$ cat config.mk
export PLATFORM = sky130hd
export DESIGN_NAME = shift_tx_ctrl
export DESIGN_NICKNAME = d
export VERILOG_FILES = /design/src/rtl/shift_tx_ctrl.sv
export SDC_FILE = /design/constraint.sdc
export NUM_CORES = 1
export LEC_CHECK = 0
export BUFFER_PORTS_ARGS = -buffer_cell sky130_fd_sc_hd__buf_2
export CAP_MARGIN = 25
export CORE_ASPECT_RATIO = 0.8
export CORE_UTILIZATION = 33
export DETAILED_ROUTE_END_ITERATION = 12
export GPL_ROUTABILITY_DRIVEN = 0
export PLACE_DENSITY = 0.62
export SYNTH_ARGS = -nofsm -noshare
export SYNTH_HDL_FRONTEND = slang
export SYNTH_SLANG_ARGS = --single-unit
export TNS_END_PERCENT = 100
$ cat constraint.sdc
create_clock -name clk -period 6.4 [get_ports clk]
set_input_delay 1.28 -clock clk [delete_from_list [all_inputs] [get_ports clk]]
set_output_delay 1.28 -clock clk [all_outputs]
set_load 0.01 [all_outputs]
$ cat src/rtl/shift_tx_ctrl.sv
// Parallel-in/serial-out shift sequencer: accepts a word over valid/ready and shifts it out
// one bit per (div+1) clocks, MSB- or LSB-first, with per-bit strobe and a done pulse.
//   state | meaning
//   IDLE  | waiting for a word, in_ready high, so low
//   SHIFT | serializing the captured word
module shift_tx_ctrl #(
  parameter int N     = 8,
  parameter int DIV_W = 8
) (
  input  logic             clk,
  input  logic             reset_n,
  input  logic [DIV_W-1:0] div_i,
  input  logic             msb_first_i,
  input  logic             in_valid_i,
  input  logic [N-1:0]     in_data_i,
  output logic             in_ready_o,
  input  logic             abort_i,
  output logic             so_o,
  output logic             so_stb_o,
  output logic             busy_o,
  output logic             done_o
);

  localparam int CNT_W = (N > 1) ? $clog2(N) : 1;

  typedef enum logic {IDLE, SHIFT} state_t;

  state_t             state_q;
  logic [N-1:0]       shreg_q;
  logic               dir_q;
  logic [DIV_W-1:0]   per_q;
  logic [DIV_W-1:0]   div_cnt_q;
  logic [CNT_W-1:0]   bit_cnt_q;
  logic               so_q;
  logic               done_q;

  logic [N-1:0]       shreg_d;
  logic               bit_end;
  logic               last_bit;

  assign shreg_d  = dir_q ? (shreg_q << 1) : (shreg_q >> 1);
  assign bit_end  = (state_q == SHIFT) && (div_cnt_q == '0);
  assign last_bit = (bit_cnt_q == CNT_W'(N - 1));

  assign in_ready_o = (state_q == IDLE);
  assign busy_o     = (state_q == SHIFT);
  // Strobe is suppressed in an aborted cycle, so it cannot be registered ahead of time.
  assign so_stb_o   = bit_end && !abort_i;
  assign so_o       = so_q;
  assign done_o     = done_q;

  always_ff @(posedge clk or negedge reset_n) begin
    if (!reset_n) begin
      state_q   <= IDLE;
      shreg_q   <= '0;
      dir_q     <= 1'b0;
      per_q     <= '0;
      div_cnt_q <= '0;
      bit_cnt_q <= '0;
      so_q      <= 1'b0;
      done_q    <= 1'b0;
    end else begin
      done_q <= 1'b0;
      case (state_q)
        IDLE: begin
          if (in_valid_i && !abort_i) begin
            shreg_q   <= in_data_i;
            dir_q     <= msb_first_i;
            per_q     <= div_i;
            div_cnt_q <= div_i;
            bit_cnt_q <= '0;
            so_q      <= msb_first_i ? in_data_i[N-1] : in_data_i[0];
            state_q   <= SHIFT;
          end
        end
        SHIFT: begin
          if (abort_i) begin
            state_q   <= IDLE;
            so_q      <= 1'b0;
            shreg_q   <= '0;
            div_cnt_q <= '0;
            bit_cnt_q <= '0;
          end else if (div_cnt_q == '0) begin
            if (last_bit) begin
              state_q   <= IDLE;
              done_q    <= 1'b1;
              so_q      <= 1'b0;
              shreg_q   <= '0;
              bit_cnt_q <= '0;
            end else begin
              shreg_q   <= shreg_d;
              so_q      <= dir_q ? shreg_d[N-1] : shreg_d[0];
              div_cnt_q <= per_q;
              bit_cnt_q <= bit_cnt_q + 1'b1;
            end
          end else begin
            div_cnt_q <= div_cnt_q - 1'b1;
          end
        end
        default: state_q <= IDLE;
      endcase
    end
  end

endmodule

; ---- Yosys cells after proc, flatten, opt, wreduce, memory -nomap -nowiden
; Cells that the tools add are included.
[op_classes]
addsub = 2
muxes = 32
bitwise = 1
n_eq_ne = 4
n_reduce_logical = 8
[op_table]
columns = cell, n
row1 = $mux W8, 9
row2 = $pmux W8 S2, 2
row3 = $mux W1, 14
row4 = $mux W3, 4
row5 = $logic_not A8 Y1, 1
row6 = $sub A8 B1 Y8 const B, 1
row7 = $pmux W3 S2, 1
row8 = $reduce_and A2 Y1, 3
row9 = $ne A4 B4 Y1 const B, 1
row10 = $pmux W1 S2, 2
row11 = $add A3 B1 Y3 const B, 1
row12 = $eq A3 B3 Y1 const B, 1
row13 = $logic_and A1 B1 Y1, 3
row14 = $ne A3 B2 Y1 const B, 1
row15 = $ne A2 B1 Y1 const B, 1
row16 = $logic_not A1 Y1, 1
row17 = $not A1 Y1, 1
[totals]
regBits = 31
inputBits = 21
output_inout_bits = 5

; ---- Logic depth before layout (Yosys ltp)
[logic_depth]
ltp_word = 6
ltp_mapped = 7

; ---- Least setup slack after synthesis
; Ideal clock, no wire load.
[synth_path]
path_kind = in2out
from = input port abort_i
to = output port so_stb_o
stages = 3
required_time_ns = 5.120
path_buffers = 1
arrival_time_ns = 1.880
setup_slack_ns = 3.240
cell_sequence = nand2b_1 > clkbuf_1 > nor3_2
[synth_via]
elab_chain_cells = 2
[synth_lines]
columns = element, line
row1 = "start, declared", 17  ; input logic abort_i,
row2 = $logic_not A1 Y1, 48  ; assign so_stb_o = bit_end && !abort_i;
row3 = $logic_and A1 B1 Y1, 48
row4 = "end, declared", 19  ; output logic so_stb_o,
; No other way between the ends.

; ---- Worst setup path in the final report
; Same ends and word-level chain as after synthesis.

==> metrics.md <==
| Metric | Value |
|---|---|
| Count of final setup violators | 0 |
| Initial core utilization | 34.23% |
| Multiplexer area fraction after synthesis | 4.234% |
| Ant diodes | 0 |
| RSZ-0062 raised after global routing | no |
| Pwr Density | 455.8 mW/mm² |
| Flip-flop and latch area | 775.7 µm² |
| Post-CTS setup buffer count | 0 |
| Site Rows | 23 |
| Grt ovf | 0 |
| CP top delay family | simple AND/OR/NAND/NOR gates |
| Critical Path RT | 5120 ps |
| TritonCTS clock tree | built |
| Post-Syn Nets | 205 |
| Post-synthesis xor/xnor area fraction | 0% |
| Yosys top cell by area | dfrtp_1 |
| HPWL Detailed | 2896 µm |
| Slew Limit Headroom | 39.75% |
| Worst setup path startpoint | abort_i |
| Sequential area share after synthesis | 45.26% |
| Min Tclk post-route | 3558 ps |
| Worst Setup End Kind | output port |
| CP cell instances | buf_2 -> nand2b_1 -> nor3_2 -> buf_2 |
| Synthesis-to-layout area growth | 15.69% |
| Cell mode on critical path | buf_2 |
| ANT nets after route | 0 |
| CP Launch Type | input pin |
| Slowest stage delay, CP | 370 ps |
| Initial antenna violation count | 0 |
| Least-Margin Pin Slew | 901.8 ps |
| Worst min path class | flop to flop |
| Bufs on Longest Clock Path | 2 |
| DRC viols | 0 |
| Critical-path maximum fanout | 9 |
| Clock Tree Root | clkbuf_8 |
| Final period util | 55.60% |
| Adder-cell share of the synthesized area | 2.920% |
| Design Area, Final | 0.001983 mm² |
| Netlist cell types | 42 |
| Critical path type | input pin to output port |
| Async SR Flop Fraction | 100.0% |
| CTS Buf Count | 5 |
| Compound-gate portion of the synthesized area | 22.34% |
| Worst-Skew Late Latency | 290 ps |
| Worst EP arrival | 2280 ps |
| Lkg Pwr | 0.8995 nW |
| Vias per cell | 5.625 |
| Core ar. | 0.005007 mm² |
| Number of flops mapped to enable cells by yosys | 0 |
| Fin cells | 267 |
| Die Y-Extent | 66.46 µm |
| Port Buffers | 25 |
| Setup_tns | 0 ps |
| Synth top area share | 45.26% |
| Worst-path clk slew | 70 ps |
| Vias in the first global route | 1357 |
| Hold Vio Cnt, Final | 0 |
| DRT iter0 DRCs | 157 |
| Post-Syn Area | 0.001714 mm² |
| Highest clock rate | 0.2810 GHz |
| H-tree depth | 2 |
| First-pass GRT wire length | 6851 µm |
| Skew final | 9.534 ps |
| Critical Path Slowest Stage Cell | nor3_2 |
| Placed Area | 0.001883 mm² |
| Die Width | 82.58 µm |
| Clock Sinks | 31 |
| NumNets Final | 229 |
| Peak supply drop | 0.0001533 V |
| Vias | 1502 |
| Simple-gate share of the synthesized area | 20.00% |
| Largest net degree at the start of global routing | 32 |
| Max-slew violation count | 0 |
| Drt pass-1 iters | 6 |
| Main combinational cell family by area after synthesis | compound AO/OA/AOI/OAI gates |
| Max cap viols | 0 |
| Top post-synthesis cells by area | dfrtp_1 (45%), nand2_1 (5.7%), a222oi_1 (4.7%), o21ai_0 (4.7%), ha_1 (2.9%) |
| Post-DR wirelength/cell | 15.82 µm |
| Routed WL | 4224 µm |
| YS warnings | 0 |
| Dpl cells | 259 |
| Multi-input combinational cell area | 848.3 µm² |
| Seq cells post-synth | 31 |
| CP bufs+invs | 2 |
| R2r startpoint | div_cnt_q[0] |
| Syn Area/Cell | 9.523 µm² |
| Share of cells above drive strength 1 | 20.49% |
| IO Pins | 26 |
| Fill cell count | 521 |
| Top FF cell, synth | dfrtp_1 |
| GRT Util Overall | 17.20% |
| Status | finished, final reports clean |
| Die area | 0.005488 mm² |
| Post-CTS Resized | 0 |
| HP Start | per_q[5] |
| Post-synthesis instance total | 180 |
| CTS Hold Bufs | 0 |
==> flip-flops by register name, summed over array words and instances (netlist names) <==
name       count
div_cnt_q      8
per_q          8
shreg_q        8
bit_cnt_q      3
busy_o         1
dir_q          1
done_o         1
so_o           1
==> routing by layer <==
metal | part of all wire [%] | up-vias | wire length (µm) | GRT usage [%]
met3 | 7.4 | 10 | 313 | 4.384
met1 | 47 | 707 | 1975 | 25.26
met4 | 2.4 | 0 | 102 | 9.052
met5 | 0 | - | 0 | 0
met2 | 43 | 64 | 1833 | 22.62
li1 | - | 721 | - | -
==> final cells by class <==
class	instances	area share, %
clock buffer	8	5.047
inverter	9	1.703
multi-input combinational	129	42.78
sequential	31	39.12
tap	62	3.912
timing repair buffer	28	7.445
==> synthesized netlist by cell type, types with 2 or more instances <==
| cell | instances |
|---|---|
| or3_1 | 6 |
| nor2_1 | 4 |
| buf_6 | 2 |
| nor4_1 | 2 |
| o22ai_1 | 2 |
| nor3_1 | 4 |
| dfrtp_1 | 31 |
| nand3_1 | 2 |
| a31oi_1 | 2 |
| mux2i_1 | 5 |
| a22o_1 | 2 |
| nor3b_1 | 3 |
| o21ai_0 | 16 |
| inv_1 | 9 |
| ha_1 | 4 |
| a22oi_1 | 2 |
| mux2_2 | 2 |
| nand2b_1 | 4 |
| o21ai_1 | 10 |
| a211oi_1 | 4 |
| a21oi_1 | 3 |
| a222oi_1 | 8 |
| nand2_1 | 26 |
| clkbuf_1 | 9 |
==> worst paths after layout <==
check	cells past startpoint	slack (ps)	to
worst max-delay path	4	2840	so_stb_o
worst min-delay path	2	490	per_q[5]
worst max register to register	6	4130	div_cnt_q[6]
worst min register to register	2	490	per_q[5]
max in group asynchronous	1	4920	div_cnt_q[4]
min in group asynchronous	1	1020	so_o
==> where the power goes <==
group	internal [W]	switching, W
sequential	0.000278	0.0000798
combinational	0.000158	0.000215
clock	0.0000981	0.0000743
==> worst reg2reg max path: stages (launching register included) <==
cell and delay (ps):
dfrtp_1 380, inv_1 120, ha_1 210, or4b_4 560, nor4_4 490, nor2_2 170
a32o_1 230
==> cell usage in the layout (no fill, tap or decap), types with 2 or more instances in the layout <==
cell and instances:
dfrtp_1 31, nand2_1 26, buf_2 25, o21ai_0 16, o21ai_1 10, inv_1 9
a222oi_1 8, clkbuf_8 7, or3_1 6, mux2i_1 5, nand2b_1 4, nor3_1 4
nor2_1 4, a211oi_1 4, ha_1 4, a21oi_1 3, nor3b_1 3, buf_4 3
nand3_1 2, o22ai_1 2, mux2_2 2, nor4_1 2, a22o_1 2, a31oi_1 2
a22oi_1 2
==> stage by stage <==
step / total power (W) / worst slack (ps) / hold slack, ps / utilization (%)
after floorplan: 0.0006333 / 3240 / 439.0 / -
after global placement: 0.0007247 / 2896 / 464.1 / 37.61
after detailed placement: 0.0007280 / 2870 / 474.8 / 37.61
after CTS: 0.0009028 / 2847 / 489.8 / 39.61
after global routing: 0.0009708 / 2763 / 517.7 / 39.61
final: 0.0009039 / 2842 / 490.6 / 39.61
==> cell families (layout without fill, tap and decap cells) <==
family | after synthesis | after routing
AOI/OAI and AO/OA | 57 | 57
DFF | 31 | 31
buffers and inverters | 20 | 45
muxes | 7 | 7
adders and majority gates | 4 | 4
and+or+nand+nor | 61 | 61
No activity file was read; power rests on OpenSTA's default activity.
